**src/rtl/psram_opi_resp_pkg.sv**
```systemverilog
// Shared PSRAM definitions: FSM state encodings, default opcodes and
// the legal bounds for memory depth and access latency.
package psram_opi_resp_pkg;

    typedef enum logic [2:0] {
        PSRAM_FSM_IDLE  = 3'd0,
        PSRAM_FSM_INST  = 3'd1,
        PSRAM_FSM_ADDR  = 3'd2,
        PSRAM_FSM_LATN  = 3'd3,
        PSRAM_FSM_WDATA = 3'd4,
        PSRAM_FSM_RDATA = 3'd5
    } psram_fsm_e;

    localparam logic [7:0] PSRAM_WCMD_DEF = 8'h80;
    localparam logic [7:0] PSRAM_RCMD_DEF = 8'h00;

    localparam int PSRAM_LAT_MIN   = 1;
    localparam int PSRAM_LAT_MAX   = 15;
    localparam int PSRAM_DEPTH_MIN = 16;
    localparam int PSRAM_DEPTH_MAX = 4096;

endpackage

```
**src/rtl/psram_sync_edge.sv**
```systemverilog
// Two-flop synchronizer for the whole OPI bus plus sck/ce edge detection.
// All inputs share one pipeline so data stays aligned with the clock edges.
module psram_sync_edge (
    input  logic       clk_i,
    input  logic       rst_i,
    input  logic       sck_i,
    input  logic       ce_i,
    input  logic [7:0] io_i,
    input  logic       dqs_i,
    output logic [7:0] io_o,
    output logic       dqs_o,
    output logic       sck_rise_o,
    output logic       sck_fall_o,
    output logic       ce_rise_o,
    output logic       ce_fall_o
);

    // bit layout: {sck, ce, dqs, io[7:0]}; ce idles high, everything else low
    localparam logic [10:0] SYNC_RST = {1'b0, 1'b1, 1'b0, 8'h00};

    logic [10:0] s1_q, s2_q;
    logic        sck_prev_q, ce_prev_q;

    // synchronizer stages and previous-value flops for edge detection
    always_ff @(posedge clk_i or posedge rst_i) begin
        if (rst_i) begin
            s1_q       <= SYNC_RST;
            s2_q       <= SYNC_RST;
            sck_prev_q <= 1'b0;
            ce_prev_q  <= 1'b1;
        end else begin
            s1_q       <= {sck_i, ce_i, dqs_i, io_i};
            s2_q       <= s1_q;
            sck_prev_q <= s2_q[10];
            ce_prev_q  <= s2_q[9];
        end
    end

    assign io_o       = s2_q[7:0];
    assign dqs_o      = s2_q[8];
    assign sck_rise_o =  s2_q[10] & ~sck_prev_q;
    assign sck_fall_o = ~s2_q[10] &  sck_prev_q;
    assign ce_rise_o  =  s2_q[9]  & ~ce_prev_q;
    assign ce_fall_o  = ~s2_q[9]  &  ce_prev_q;

endmodule

```
**src/rtl/psram_opi_resp.sv**
```systemverilog
// Octal-SPI PSRAM responder: decodes opcode/address from the controller,
// waits the configured latency, then streams DDR write or read data
// against an internal byte array.
module psram_opi_resp
    import psram_opi_resp_pkg::*;
#(
    parameter int         DEPTH = 256,
    parameter logic [7:0] WCMD  = PSRAM_WCMD_DEF,
    parameter logic [7:0] RCMD  = PSRAM_RCMD_DEF,
    parameter int         RLC   = 5,
    parameter int         WLC   = 5
) (
    input  logic       clk_i,
    input  logic       rst_i,
    input  logic       psram_sck_i,
    input  logic       psram_ce_i,
    input  logic [7:0] psram_io_in_i,
    output logic [7:0] psram_io_out_o,
    output logic [7:0] psram_io_en_o,
    input  logic       psram_dqs_in_i,
    output logic       psram_dqs_out_o,
    output logic       psram_dqs_en_o,
    output logic       busy_o,
    output logic       err_o
);

    localparam int AW = $clog2(DEPTH);

    logic [7:0]    io_s;
    logic          dqs_s, sck_rise, sck_fall, sck_edge, ce_rise, ce_fall;

    psram_fsm_e    state_q;
    logic [7:0]    opcode_q;
    logic [23:0]   addr_q;
    logic [1:0]    bcnt_q;
    logic [3:0]    lat_q;
    logic [AW-1:0] ptr_q, ptr_d;
    logic [7:0]    io_out_q, io_en_q;
    logic          dqs_out_q, dqs_en_q, err_q;

    logic [31:0]   addr_full;
    logic [AW-1:0] start_ptr;
    logic          mem_we;
    logic          unused_addr;

    logic [7:0]    mem_q [DEPTH];

    psram_sync_edge u_sync (
        .clk_i      (clk_i),
        .rst_i      (rst_i),
        .sck_i      (psram_sck_i),
        .ce_i       (psram_ce_i),
        .io_i       (psram_io_in_i),
        .dqs_i      (psram_dqs_in_i),
        .io_o       (io_s),
        .dqs_o      (dqs_s),
        .sck_rise_o (sck_rise),
        .sck_fall_o (sck_fall),
        .ce_rise_o  (ce_rise),
        .ce_fall_o  (ce_fall)
    );

    assign sck_edge  = sck_rise | sck_fall;
    // last address byte arrives with the edge that ends ADDR
    assign addr_full = {addr_q, io_s};
    // start is always even: bit 0 of the incoming address is dropped
    assign start_ptr = {addr_full[AW-1:1], 1'b0};
    assign ptr_d     = ptr_q + AW'(1);
    assign unused_addr = ^{addr_full[31:AW], addr_full[0]};

    // a ce rise on the same cycle wins, so no write can slip in behind it
    assign mem_we = (state_q == PSRAM_FSM_WDATA) && sck_edge && !ce_rise && !dqs_s;

    // byte array; deliberately not reset so contents survive rst_i
    always_ff @(posedge clk_i) begin
        if (mem_we) mem_q[ptr_q] <= io_s;
    end

    // transaction FSM with registered pad controls
    always_ff @(posedge clk_i or posedge rst_i) begin
        if (rst_i) begin
            state_q   <= PSRAM_FSM_IDLE;
            opcode_q  <= 8'h00;
            addr_q    <= 24'h0;
            bcnt_q    <= 2'd0;
            lat_q     <= 4'd0;
            ptr_q     <= '0;
            io_out_q  <= 8'h00;
            io_en_q   <= 8'h00;
            dqs_out_q <= 1'b0;
            dqs_en_q  <= 1'b0;
            err_q     <= 1'b0;
        end else if (ce_rise) begin
            state_q   <= PSRAM_FSM_IDLE;
            io_en_q   <= 8'h00;
            dqs_en_q  <= 1'b0;
            dqs_out_q <= 1'b0;
        end else begin
            case (state_q)
                PSRAM_FSM_IDLE: begin
                    if (ce_fall) begin
                        state_q <= PSRAM_FSM_INST;
                        bcnt_q  <= 2'd0;
                    end
                end
                // opcode on the rise; the following fall just closes INST
                PSRAM_FSM_INST: begin
                    if (sck_rise) begin
                        opcode_q <= io_s;
                        bcnt_q   <= 2'd1;
                    end else if (sck_fall && bcnt_q == 2'd1) begin
                        state_q <= PSRAM_FSM_ADDR;
                        bcnt_q  <= 2'd0;
                    end
                end
                PSRAM_FSM_ADDR: begin
                    if (sck_edge) begin
                        addr_q <= addr_full[23:0];
                        bcnt_q <= bcnt_q + 2'd1;
                        if (bcnt_q == 2'd3) begin
                            ptr_q <= start_ptr;
                            if (opcode_q == WCMD) begin
                                lat_q   <= 4'(WLC);
                                state_q <= PSRAM_FSM_LATN;
                            end else if (opcode_q == RCMD) begin
                                lat_q   <= 4'(RLC);
                                state_q <= PSRAM_FSM_LATN;
                            end else begin
                                err_q   <= 1'b1;
                                state_q <= PSRAM_FSM_IDLE;
                            end
                        end
                    end
                end
                PSRAM_FSM_LATN: begin
                    if (sck_rise) begin
                        lat_q <= lat_q - 4'd1;
                        if (lat_q == 4'd1) begin
                            if (opcode_q == WCMD) begin
                                state_q <= PSRAM_FSM_WDATA;
                            end else begin
                                state_q   <= PSRAM_FSM_RDATA;
                                io_out_q  <= mem_q[ptr_q];
                                io_en_q   <= 8'hFF;
                                dqs_en_q  <= 1'b1;
                                dqs_out_q <= 1'b0;
                            end
                        end
                    end
                end
                PSRAM_FSM_WDATA: begin
                    if (sck_edge) ptr_q <= ptr_d;
                end
                PSRAM_FSM_RDATA: begin
                    if (sck_edge) begin
                        ptr_q     <= ptr_d;
                        io_out_q  <= mem_q[ptr_d];
                        dqs_out_q <= ~dqs_out_q;
                    end
                end
                default: state_q <= PSRAM_FSM_IDLE;
            endcase
        end
    end

    assign busy_o          = (state_q != PSRAM_FSM_IDLE);
    assign err_o           = err_q;
    assign psram_io_out_o  = io_out_q;
    assign psram_io_en_o   = io_en_q;
    assign psram_dqs_out_o = dqs_out_q;
    assign psram_dqs_en_o  = dqs_en_q;

endmodule

```
**config.mk**
```make
export PLATFORM = sky130hd
export DESIGN_NAME = psram_opi_resp
export DESIGN_NICKNAME = d
export VERILOG_FILES = /design/src/rtl/psram_opi_resp_pkg.sv /design/src/rtl/psram_sync_edge.sv /design/src/rtl/psram_opi_resp.sv
export SDC_FILE = /design/constraint.sdc
export NUM_CORES = 2
export LEC_CHECK = 0
export ABC_AREA = 0
export ABC_CLOCK_PERIOD_IN_PS = 7100
export CELL_PAD_IN_SITES_DETAIL_PLACEMENT = 0
export CELL_PAD_IN_SITES_GLOBAL_PLACEMENT = 1
export CORE_MARGIN = 8
export CORE_UTILIZATION = 25
export DETAILED_ROUTE_END_ITERATION = 8
export GPL_ROUTABILITY_DRIVEN = 0
export MAX_ROUTING_LAYER = met4
export PLACE_DENSITY = 0.47
export SYNTH_ARGS = -nofsm -noshare
export SYNTH_HDL_FRONTEND = slang
export SYNTH_HIERARCHICAL = 1
export SYNTH_SLANG_ARGS = --single-unit
```
**constraint.sdc**
```tcl
create_clock -name clk_i -period 7.1 [get_ports clk_i]
set_clock_uncertainty 0.15 [all_clocks]
set_input_delay 1.42 -clock clk_i [delete_from_list [all_inputs] [get_ports clk_i]]
set_output_delay 1.42 -clock clk_i [all_outputs]
set_load 0.01 [all_outputs]
```
* Word level (Yosys, flattened, before mapping)
Memory sizes are Yosys's and may differ from the RTL's. Cells that the tools add are included.
Operators by class: $add $sub $neg 3, multiply operators 0, div/mod/pow operators 0, order comparisons 0, eq/ne operators 30, shifts and indexed selects 0, mux-type cells 50, bitwise operators 13, reductions and logical operators 27
Operators by type and width (number):
- $mux W8 | 12
- $ne A3 B3 Y1 const B | 11
- $pmux W8 S2 | 2
- $mux W3 | 8
- $mux W4 | 5
- $reduce_and A6 Y1 | 3
- $ne A2 B2 Y1 const B | 8
- $pmux W3 S5 | 1
- $reduce_and A5 Y1 | 3
- $mux W1 | 13
- $mux W2 | 6
- $reduce_bool A2 Y1 | 6
- $reduce_bool A3 Y1 | 3
- $add A8 B1 Y8 const B | 1
- $eq A8 B8 Y1 const B | 1
- $logic_not A8 Y1 | 1
- $not A1 Y1 | 8
- $pmux W4 S2 | 1
- $reduce_and A8 Y1 | 1
- $eq A3 B2 Y1 const B | 2
- $eq A3 B3 Y1 const B | 2
- $pmux W2 S3 | 1
- $and A1 B1 Y1 | 4
- $eq A4 B1 Y1 const B | 1
- 14 further kinds | 19
Word-level totals: register bits 68, bits in latches 0, RAM bits 2048, memory bits (read-only) 0, input bits 13, memories kept 1
Memory list:
- mem_q | words 256, bits a word 8, rd ports 2, clocked after Yosys merged registers in 0, wr ports 1, line psram_opi_resp.sv:46 | logic [7:0] mem_q [DEPTH];

* Logic depth before layout (Yosys ltp)
word-level depth 8, depth in mapped cells 19

* Modules after synthesis
Netlist, hierarchy kept.
By module, submodules not included:
- psram_opi_resp | times used 1, cells each 5198, area each 98122.9 µm², sequential area each 62399.8 µm²
- psram_sync_edge | times used 1, cells each 37, area each 703.2 µm², sequential area each 604.3 µm²

* Least setup slack after synthesis
No wires, ideal clock.
path type reg-to-reg, from reg ptr_q[0], to reg io_out_q[5], in the netlist psram_io_out_o[5], library setup time 149 ps, data arrival time 3776 ps, required time 6801 ps, slack 3025 ps, stages on the path, launching flop included 20, path buffers 10, period minus slack after synthesis 4075 ps, path through dfrtp_1 > buf_2 > buf_6 > buf_6 > buf_4 > buf_6 > clkinv_1 > buf_2 > ha_1 > buf_2 > buf_4 > buf_2 > buf_1 > mux4_2 > nand2_1 > nand3_1 > a31oi_1 > o21ai_0 > a211oi_1 > a221oi_1
On the way: cells in the longest elaborated chain, start to end 5, elaborated cells on any way between the ends 7
Ends and longest elaborated chain:
- start: declaration | line psram_opi_resp.sv:37 | logic [AW-1:0] ptr_q, ptr_d;
- start signal: assignment | line psram_opi_resp.sv:121 | ptr_q <= start_ptr;
- start signal: assignment | line psram_opi_resp.sv:152 | if (sck_edge) ptr_q <= ptr_d;
- start signal: assignment | line psram_opi_resp.sv:156 | ptr_q <= ptr_d;
- $mem_v2 Z256 W8 (*)
- $mux W8 | line psram_opi_resp.sv:139 | if (opcode_q == WCMD) begin
- $mux W8 | line psram_opi_resp.sv:138 | if (lat_q == 4'd1) begin
- $mux W8 | line psram_opi_resp.sv:136 | if (sck_rise) begin
- $pmux W8 S2 (*) | line psram_opi_resp.sv:99 | case (state_q)
- end signal: assignment | line psram_opi_resp.sv:143 | io_out_q <= mem_q[ptr_q];
- end signal: assignment | line psram_opi_resp.sv:157 | io_out_q <= mem_q[ptr_d];
- end: declaration | line psram_opi_resp.sv:38 | logic [7:0] io_out_q, io_en_q;
Mark *: on every way between the ends. The rest lies on a longest branch, timed or not. The select of a mux whose other input is x is not followed. A chain may end at the register's enable or synchronous reset.

* Worst setup path in the final report
from reg ptr_q[1], to reg io_out_q[6], in the netlist psram_io_out_o[6]
The elaborated chain is that of the path after synthesis.

==> qor.tcl <==
set qor(synth-seq-cells) 2108
set qor(antenna_found_initial) 16
set qor(dp.cells) 10300
set qor(post-route-period-util) 0.742
set qor(syn_area_cell_sq_um) 18.9
set qor(avgViaCountPerCell) 5.33
set qor(ys_dominant_reg_cell) {edfxtp_1}
set qor(post_drt_wl_per_cell_microns) 35.6
set qor(synth-edff-count) 2048
set qor(gr-total-overflow) 0
set qor(initial_utilization) 0.250
set qor(final_layout_size_suffix_gt1_frac) 0.313
set qor(placement_rows) 231
set qor(detailed_place_hpwl_mm) 257
set qor(vias_in_the_first_global_route) 58100
set qor(outcome) {finished, violations left}
set qor(report.final.setup_viol) 0
set qor(post-synth-top-area-cell) {edfxtp_1}
set qor(worstHoldPathType) {flip-flop to flip-flop}
set qor(cts-hold-fix-buffers) 0
set qor(first_iter_violations) 6857
set qor(finalHoldViolCount) 0
set qor(worst_ep_arrival_time_ps) 5900
set qor(number_of_slew_limit_violations_in_the_final_report) 5
set qor(postRouteAntennaNets) 0
set qor(top_level_ports) 33
set qor(post-route-drc-count) 0
set qor(tightest_slew_ps) 1520
set qor(synth-async-reset-ratio) 0.0285
set qor(worstSetupStartpointType) {flip-flop}
set qor(netlist_area_before_placement_sq_mm) 0.0988
set qor(crit_type) {flip-flop to flip-flop}
set qor(syn-num-nets) 5256
set qor(finish.net_count) 5328
set qor(grt_first_pass_wirelength_mm) 519
set qor(min_period_ps) 5270
set qor(clock_path_buffers) 4
set qor(max_clock_freq_ghz) 0.190
set qor(cts-htree-levels) 4
set qor(power.switching_mw) 13.6
set qor(tritoncts_num_sinks) 2108
set qor(port-buffer-count) 32
set qor(synthesis.instances) 5235
set qor(post_cts_setup_inserts) 0
set qor(critical_path_peak_fanout) 27
set qor(p_clk_frac) 0.325
set qor(grt_usage) 0.184
set qor(synth_largest_type_area_fraction) 0.622
set qor(fp.coreArea_sq_mm) 0.395
set qor(grt_max_degree) 174
set qor(yosysWarningCount) 6
set qor(dieHeight_microns) 645
set qor(fp.dieW_microns) 645
set qor(synthDistinctLibCells) 75
set qor(violations_in_the_final_reports) {max-capacitance violations, max-slew violations}
set qor(power_density_of_the_placed_cells_mw_per_mm2) 341
set qor(cts_buffers) 244
set qor(synthTopCellsByArea) {edfxtp_1 62%, mux4_2 25%, nand2_1 1.7%, dfrtp_1 1.4%, mux2i_1 1.3%}
set qor(latest_clock_arrival_within_the_worst_skew_pair_ps) 960
set qor(fp.dieArea_sq_mm) 0.416
set qor(intPower_mw) 25.1
set qor(p_leak_nw) 32.9
set qor(route.final.wire_length_mm) 383
set qor(critical_path_required_ps) 7720
set qor(clk_pin_slew_worst_paths_ps) 70
set qor(synth_sequential_area_ratio) 0.638
set qor(post_cts_resized) 0
set qor(drtPass1Iterations) 6
set qor(tritoncts_clock_tree) {built}
set qor(comb_power_share) 0.314
set qor(worstSetupEndpointType) {flip-flop}
set qor(finalSetupTns_ps) 0
set qor(switching_share) 0.351
set qor(grt_setup_unrepaired) {no}
set qor(ir_worst_vdd_v) 0.000208
set qor(timing.max_slew.rel_slack) -0.0231
set qor(power.sequential.fraction) 0.362
set qor(num_vias) 57300
set qor(layout.cells.non_filler) 10800
set qor(timing.max_cap.violations) 1
set qor(areaGrowthSynthToFinish_pct) 14.8
set qor(root_buffer) {clkbuf_16}
-- flip-flops by register name, summed over array words and instances, names as in the netlist, 3 cells and up --
signal	flops
psram_io_out_o	8
u_sync/s2_q	11
ptr_q	8
state_q	3
mem_q	2048
opcode_q	8
u_sync/s1_q	11
lat_q	4
-- critical path: stages, from the launching register on --
cell       delay, ps
dfrtp_4          680
inv_1            160
ha_4             720
buf_12           280
buf_12           240
buf_12           240
mux4_2           410
and2_1           210
a2111oi_0        780
o41ai_1          370
o211ai_1         500
a31oi_1          150
-- cell usage in the layout (no fill, tap or decap), drive strengths merged, types with 10 or more instances in the layout --
cell type,count
a2111oi,10
a21oi,75
a221oi,28
a22o,17
a22oi,87
a311oi,12
a31oi,25
a32o,14
a32oi,43
and3,12
buf,221
bufinv,24
clkbuf,288
clkdlybuf4s50,32
clkinv,120
dfrtp,57
edfxtp,2048
inv,15
mux2,15
mux2i,133
mux4,1076
nand2,446
nand3,109
nand4,19
nor2,321
nor2b,16
nor3,40
nor4,14
o21ai,44
o22ai,29
-- final timing paths --
kind                                           from  depth (start not counted)                             to  slack (ps)
setup / recovery               ptr_q[1]$_DFFE_PP0P_                         11  psram_io_out_o[6]$_DFFE_PP0P_        1830
hold / removal             u_sync/s1_q[5]$_DFF_PP0_                          0       u_sync/s2_q[5]$_DFF_PP0_         200
setup reg to reg               ptr_q[1]$_DFFE_PP0P_                         11  psram_io_out_o[6]$_DFFE_PP0P_        1830
hold reg to reg            u_sync/s1_q[5]$_DFF_PP0_                          0       u_sync/s2_q[5]$_DFF_PP0_         200
max in group asynchronous                     rst_i                          2       u_sync/s2_q[7]$_DFF_PP0_        5240
min in group asynchronous                     rst_i                          3    psram_dqs_out_o$_DFFE_PP0P_         850
-- final cells by class --
cell class	instances	area [sq um]
Timing Repair Buffer	253	2420
Tap cell	5242	6560
Antenna cell	7	17.5
Inverter	12	45.0
Multi-Input combinational cell	2688	33600
Fill cell	39000	281000
Sequential cell	2108	63100
Clock inverter	155	1460
Clock buffer	288	6330
-- routing by layer --
metal / part of all wire / track usage / up-vias
met3: 0.071 / 0.0314 / 521
met1: 0.43 / 0.247 / 31900
met2: 0.46 / 0.284 / 2529
li1: - / - / 22300
met4: 0.040 / 0.0607 / 0
met5: 0 / - / -
-- Yosys cell counts, types with 9 or more instances --
cell	n
edfxtp_1	2048
mux4_2	1076
nand2_1	446
nor2_1	320
buf_2	149
mux2i_1	133
clkbuf_1	117
nand3_1	107
a22oi_1	86
buf_4	78
a21oi_1	75
dfrtp_1	57
buf_6	44
a32oi_1	43
nor3_1	40
o21ai_0	39
buf_1	36
o22ai_1	29
a221oi_1	27
a31oi_1	25
nand4_1	19
a22o_1	17
nor2b_1	16
mux2_2	15
a32o_1	14
nor4_1	14
a311oi_1	12
and3_1	12
a2111oi_0	10
inv_1	10
a211oi_1	9
o32ai_1	9
-- power by group through the flow --
stage | clock network (mW) | logic (mW) | registers, mW
floorplan | 0 | 6.80 | 14.0
global placement | 0 | 12.2 | 14.3
detailed placement | 0 | 12.1 | 14.3
CTS | 12.8 | 12.2 | 14.0
global route | 13.2 | 12.4 | 14.0
finish | 12.6 | 12.1 | 14.0
-- stage by stage --
step           area, sq um  power (mW)  setup WS (ps)  hold slack [ps]   util
4_1_cts             113000        39.0           1860              201  0.287
3_5_place_dp        106000        26.4           1900              187  0.268
6_report            113000        38.7           1830              199  0.287
5_1_grt             113000        39.7           1850              208  0.287
3_3_place_gp        106000        26.5           1840              192  0.268
2_1_floorplan        98800        20.8           3030              181      -
-- cells by family after synthesis --
logic type | after synthesis | synth area share
DFF | 2108 | 0.638
muxes | 1224 | 0.260
and+or+nand+nor | 1015 | 0.0434
buffers and inverters | 439 | 0.0251
AOI/OAI and AO/OA | 429 | 0.0312
xor gates and xnor gates | 12 | 0.00137
adders and majority gates | 8 | 0.00101
No activity file was read; power rests on OpenSTA's default activity.
